## src/rtl/hex_display_arbiter.sv

```systemverilog
// Round-robin arbiter that shares one 16-bit hex display among N_REQ requesters.
// A granted requester keeps the display for HOLD_CYCLES cycles; force_en overrides arbitration.
module hex_display_arbiter #(
  parameter int N_REQ = 4,
  parameter int HOLD_CYCLES = 50000000,
  localparam int OW = (N_REQ > 2) ? $clog2(N_REQ) : 1
) (
  input  logic                  clk,
  input  logic                  reset,
  input  logic [N_REQ-1:0]      req,
  input  logic [16*N_REQ-1:0]   req_data,
  input  logic                  force_en,
  input  logic [OW-1:0]         force_sel,
  output logic [N_REQ-1:0]      grant,
  output logic [OW-1:0]         disp_owner,
  output logic                  disp_valid,
  output logic [15:0]           disp_data
);

  localparam int CW = (HOLD_CYCLES > 1) ? $clog2(HOLD_CYCLES) : 1;
  localparam logic [CW-1:0]    HOLD_LOAD = CW'(HOLD_CYCLES - 1);
  localparam logic [OW:0]      N_REQ_W   = (OW+1)'(N_REQ);
  localparam logic [N_REQ-1:0] ONE       = N_REQ'(1);

  typedef enum logic [1:0] {IDLE, HOLD, OPEN, FORCE} state_t;

  state_t             state_reg;
  logic [N_REQ-1:0]   grant_reg;
  logic [OW-1:0]      owner_reg;
  logic               valid_reg;
  logic [15:0]        data_reg;
  logic [CW-1:0]      count_reg;
  logic [OW-1:0]      last_reg;

  logic [15:0]        data_arr [N_REQ];
  logic [OW-1:0]      force_idx;
  logic [OW-1:0]      pick_all;
  logic [OW-1:0]      pick_other;
  logic [N_REQ-1:0]   other;

  generate
    for (genvar gi = 0; gi < N_REQ; gi++) begin : g_unpack
      assign data_arr[gi] = req_data[16*gi +: 16];
    end
  endgenerate

  // First set bit of mask, scanning upward from the requester after last.
  function automatic logic [OW-1:0] rr_pick(input logic [N_REQ-1:0] mask,
                                            input logic [OW-1:0] last);
    logic [OW-1:0] win;
    logic          found;
    int            idx;
    win   = '0;
    found = 1'b0;
    for (int k = 1; k <= N_REQ; k++) begin
      idx = (int'(last) + k) % N_REQ;
      if (!found && mask[idx]) begin
        win   = OW'(idx);
        found = 1'b1;
      end
    end
    return win;
  endfunction

  assign force_idx  = ({1'b0, force_sel} < N_REQ_W) ? force_sel : '0;
  assign other      = req & ~grant_reg;
  assign pick_all   = rr_pick(req, last_reg);
  assign pick_other = rr_pick(other, last_reg);

  always_ff @(posedge clk) begin
    if (reset) begin
      state_reg <= IDLE;
      grant_reg <= '0;
      owner_reg <= '0;
      valid_reg <= 1'b0;
      data_reg  <= '0;
      count_reg <= '0;
      last_reg  <= OW'(N_REQ - 1);
    end else if (force_en) begin
      // Forcing never advances the round-robin pointer.
      state_reg <= FORCE;
      grant_reg <= ONE << force_idx;
      owner_reg <= force_idx;
      valid_reg <= 1'b1;
      data_reg  <= data_arr[force_idx];
    end else begin
      unique case (state_reg)
        IDLE: begin
          if (|req) begin
            state_reg <= HOLD;
            grant_reg <= ONE << pick_all;
            owner_reg <= pick_all;
            valid_reg <= 1'b1;
            data_reg  <= data_arr[pick_all];
            count_reg <= HOLD_LOAD;
            last_reg  <= pick_all;
          end
        end
        HOLD: begin
          if (req[owner_reg]) data_reg <= data_arr[owner_reg];
          if (count_reg == '0) state_reg <= OPEN;
          else                 count_reg <= count_reg - CW'(1);
        end
        OPEN: begin
          if (|other) begin
            state_reg <= HOLD;
            grant_reg <= ONE << pick_other;
            owner_reg <= pick_other;
            valid_reg <= 1'b1;
            data_reg  <= data_arr[pick_other];
            count_reg <= HOLD_LOAD;
            last_reg  <= pick_other;
          end else if (req[owner_reg]) begin
            data_reg <= data_arr[owner_reg];
          end else begin
            state_reg <= IDLE;
            grant_reg <= '0;
            valid_reg <= 1'b0;
          end
        end
        FORCE: begin
          state_reg <= IDLE;
          grant_reg <= '0;
          valid_reg <= 1'b0;
        end
        default: state_reg <= IDLE;
      endcase
    end
  end

  assign grant      = grant_reg;
  assign disp_owner = owner_reg;
  assign disp_valid = valid_reg;
  assign disp_data  = data_reg;

endmodule
```

## config.mk

```make
export PLATFORM = sky130hd
export DESIGN_NAME = hex_display_arbiter
export DESIGN_NICKNAME = d
export VERILOG_FILES = /design/src/rtl/hex_display_arbiter.sv
export SDC_FILE = /design/constraint.sdc
export NUM_CORES = 1
export LEC_CHECK = 0
export ABC_AREA = 1
export BUFFER_PORTS_ARGS = -buffer_cell sky130_fd_sc_hd__buf_4
export CAP_MARGIN = 40
export CORE_MARGIN = 2
export CORE_UTILIZATION = 55
export CTS_CLUSTER_SIZE = 24
export DETAILED_ROUTE_END_ITERATION = 12
export GPL_TIMING_DRIVEN = 0
export PLACE_DENSITY = 0.78
export SLEW_MARGIN = 20
export SYNTH_ARGS = -nofsm -noshare
export SYNTH_HDL_FRONTEND = slang
export SYNTH_SLANG_ARGS = --single-unit
```

## constraint.sdc

```tcl
create_clock -name clk -period 4.9 [get_ports clk]
set_clock_uncertainty 0.15 [all_clocks]
set_input_delay 0.98 -clock clk [delete_from_list [all_inputs] [get_ports clk]]
set_output_delay 0.98 -clock clk [all_outputs]
set_load 0.1 [all_outputs]
```

==> flow_summary_export.csv <==
group,metric,value,unit
synthesis,yosys.cell_count.top_type,"nand2_1",
layout,largest_reg_flops,26,
sta,setup_viol,0,
worst_setup_path,required,4.94,ns
clock_tree,clk_latency,0.32,ns
job,cap_violations,0,
floorplan,core,10300,µm²
layout,layout.nets,1232,
synthesis,synthArstFlopShare,0,%
route,vias,7977,
synthesis,ys_types,41,
clock_tree,clockRootBuffer,"clkbuf_8",
synthesis,synth-edff-count,0,
worst_setup_path,critPathLaunchType,"flop",
hold_path,hold_class,"reg -> reg",
synthesis,synth_nets,1131,
floorplan,row_count,37,
layout,final_area,6820,µm²
sta,tightest_slew,0.767,ns
layout,area_delta_synth_final,16.4,%
worst_setup_path,crit_fanout,10,
synthesis,yosys-top-cells-area,"dfxtp_1 18%, nand2_1 18%, nand3_1 8.4%, a21oi_1 8.0%, o21ai_0 7.7%",
synthesis,synth-seq-cells,53,
clock_tree,clk_pin_slew,0.10,ns
floorplan,pin_count,96,
sta,period_share,67.8,%
placement,place_worst_setup_slack,1.61,ns
layout,drive_above_1_share,14.3,%
outcome,outcome,"finished, final reports clean",
placement,routabilityCongestion,1.06,
sta,rsz0062_at_grt,"no",
sta,slew_viol_final,0,
placement,dp_hpwl,17900,µm
synthesis,syn_area_per_cell,5.57,µm²
layout,nFillCells,1050,
clock_tree,cts.sinks,53,
floorplan,die_w,107,µm
clock_tree,cts_inserted_buffers,5,
sta,setup_ws,1.58,ns
sta,relSlewSlack,48.8,%
clock_tree,post-cts-setup-buffers,0,
synthesis,synth-warning-count,0,
power,p_leak,0.00317,µW
route,vias_per_cell,6.18,
placement,dpl-instance-area,6740,µm²
layout,fin_util,66.1,%
worst_setup_path,path_common_cell,"nand2_1",
worst_setup_path,slowest_delay,0.61,ns
floorplan,fp.dieArea,11500,µm²
floorplan,start_util,56.8,%
power,peakVddDrop,0.245,mV
placement,port_buffers,93,
clock_tree,cts.path.max_buffers,2,
global_route,grtUsageTotal,40.5,%
synthesis,yosysTopAreaCell,"dfxtp_1",
global_route,antenna_found_initial,0,
worst_setup_path,crit_path_end_kind,"flop",
clock_tree,h-tree-depth,2,
worst_setup_path,critPathSlowestCell,"clkbuf_1",
sta,finalSetupTns,0,ns
sta,finalHoldViolCount,0,
synthesis,seq_area_frac_synth,18.1,%
sta,fin_crit,3.32,ns
layout,num_antenna_cells,0,
clock_tree,postCtsResizedCells,0,
synthesis,yosys_most_used_dff,"dfxtp_1",
global_route,grt_max_degree,16,
worst_setup_path,path_cells,"inv_1 -> clkbuf_1 -> clkbuf_1 -> o21ai_0 -> o21ai_0 -> nand2_1 -> o211ai_1 -> o21ai_1 -> nand2_1 -> nand2_1 -> nand2_1 -> a21oi_1",
route,routedWlPerCell,18.5,µm
synthesis,synth_area,5860,µm²
floorplan,fp.dieH,107,µm
global_route,grt_pass1_wl,36200,µm
route,routed_wl,23900,µm
synthesis,synth_top_area_share,18.1,%
worst_setup_path,crit_type,"reg -> reg",
global_route,grt_overflow,0,
clock_tree,cts_hold_buffers,0,
clock_tree,cts_tree,"done",
synthesis,yosys-top-cells-count,"278 x nand2_1, 107 x inv_1, 98 x nand3_1",
synthesis,postSynthCellCount,1053,
route,first_pass_iters,6,
power,p_per_area,371,nW/µm²
global_route,grt_pass1_vias,6976,
worst_setup_path,critPathArrivalTime,3.36,ns
route,drc_errors,0,
sta,clock.fmax,301,MHz
route,initialDrtViolationCount,1455,
route,ant_nets,0,
final timing paths:
| check | slack, ns | depth (start not counted) | endpoint | start |
|---|---|---|---|---|
| max | 1.58 | 12 | disp_data[10] | disp_owner[1] |
| max reg2reg | 1.58 | 12 | disp_data[10] | disp_owner[1] |
| min reg2reg | 0.34 | 2 | count_reg[16] | count_reg[16] |
| min | 0.34 | 2 | count_reg[16] | count_reg[16] |
logic make-up (layout without fill, tap and decap cells):
group           after synthesis  in the layout  share of synthesized area (%)
fa+ha+maj                     5              5                           1.07
xor+xnor                     13             13                           1.94
compound gates              274            274                           26.4
flops                        53             53                           18.1
simple gates                533            533                           39.6
buf+inv                     175            277                           13.0
through the flow:
stage,cells,power [µW],hold WS (ns)
after CTS,1291,2450,0.336
final,1291,2530,0.339
after floorplan,1053,1720,0.302
after global placement,1282,2200,0.317
after global routing,1291,2650,0.369
after detailed placement,1283,2200,0.322
worst max-delay path, delay by kind of cell, from the launching register on:
family | cells | cell delay (ns)
and+or+nand+nor | 4 | 0.33
AOI/OAI and AO/OA | 5 | 0.91
DFF | 1 | 0.43
buffers and inverters | 3 | 1.35
routing by layer:
layer  global-route usage [%]  vias up  routed length [µm]
met1                     51.8     3462                9000
met4                     21.3        0                1420
met3                     8.72      143                3260
met2                     63.6      633               10200
met5                        0        -                   0
li1                         -     3739                   -
where the power goes:
part           switching [µW]  total [µW]  internal [µW]
combinational            1240        1740            504
clock                     150         251            102
sequential               59.1         542            483
final cells by class:
cell class,count,area (µm²),area share [%]
Clock inverter,1,7.51,0.110
Clock buffer,7,76.3,1.12
Tap cell,136,170,2.49
Sequential cell,53,1060,15.5
Buffer,59,320,4.69
Timing Repair Buffer,94,706,10.3
Multi-Input combinational cell,825,4040,59.2
Inverter,116,440,6.45
layout by cell type, fill, tap and decap left out, drive strengths merged, types with 5 or more instances in the layout:
cell type	synthesis	final
dfxtp	53	53
nor4	7	7
a221oi	16	16
o22ai	20	20
buf	26	120
o211ai	6	6
nand4	20	20
nor3	16	16
nand3	103	103
clkbuf	33	40
nand2	288	288
ha	5	5
o21ai	114	114
a31oi	8	8
nor2	92	92
xnor2	11	11
inv	114	114
a21oi	100	100
No activity file was read; power rests on OpenSTA's default activity.
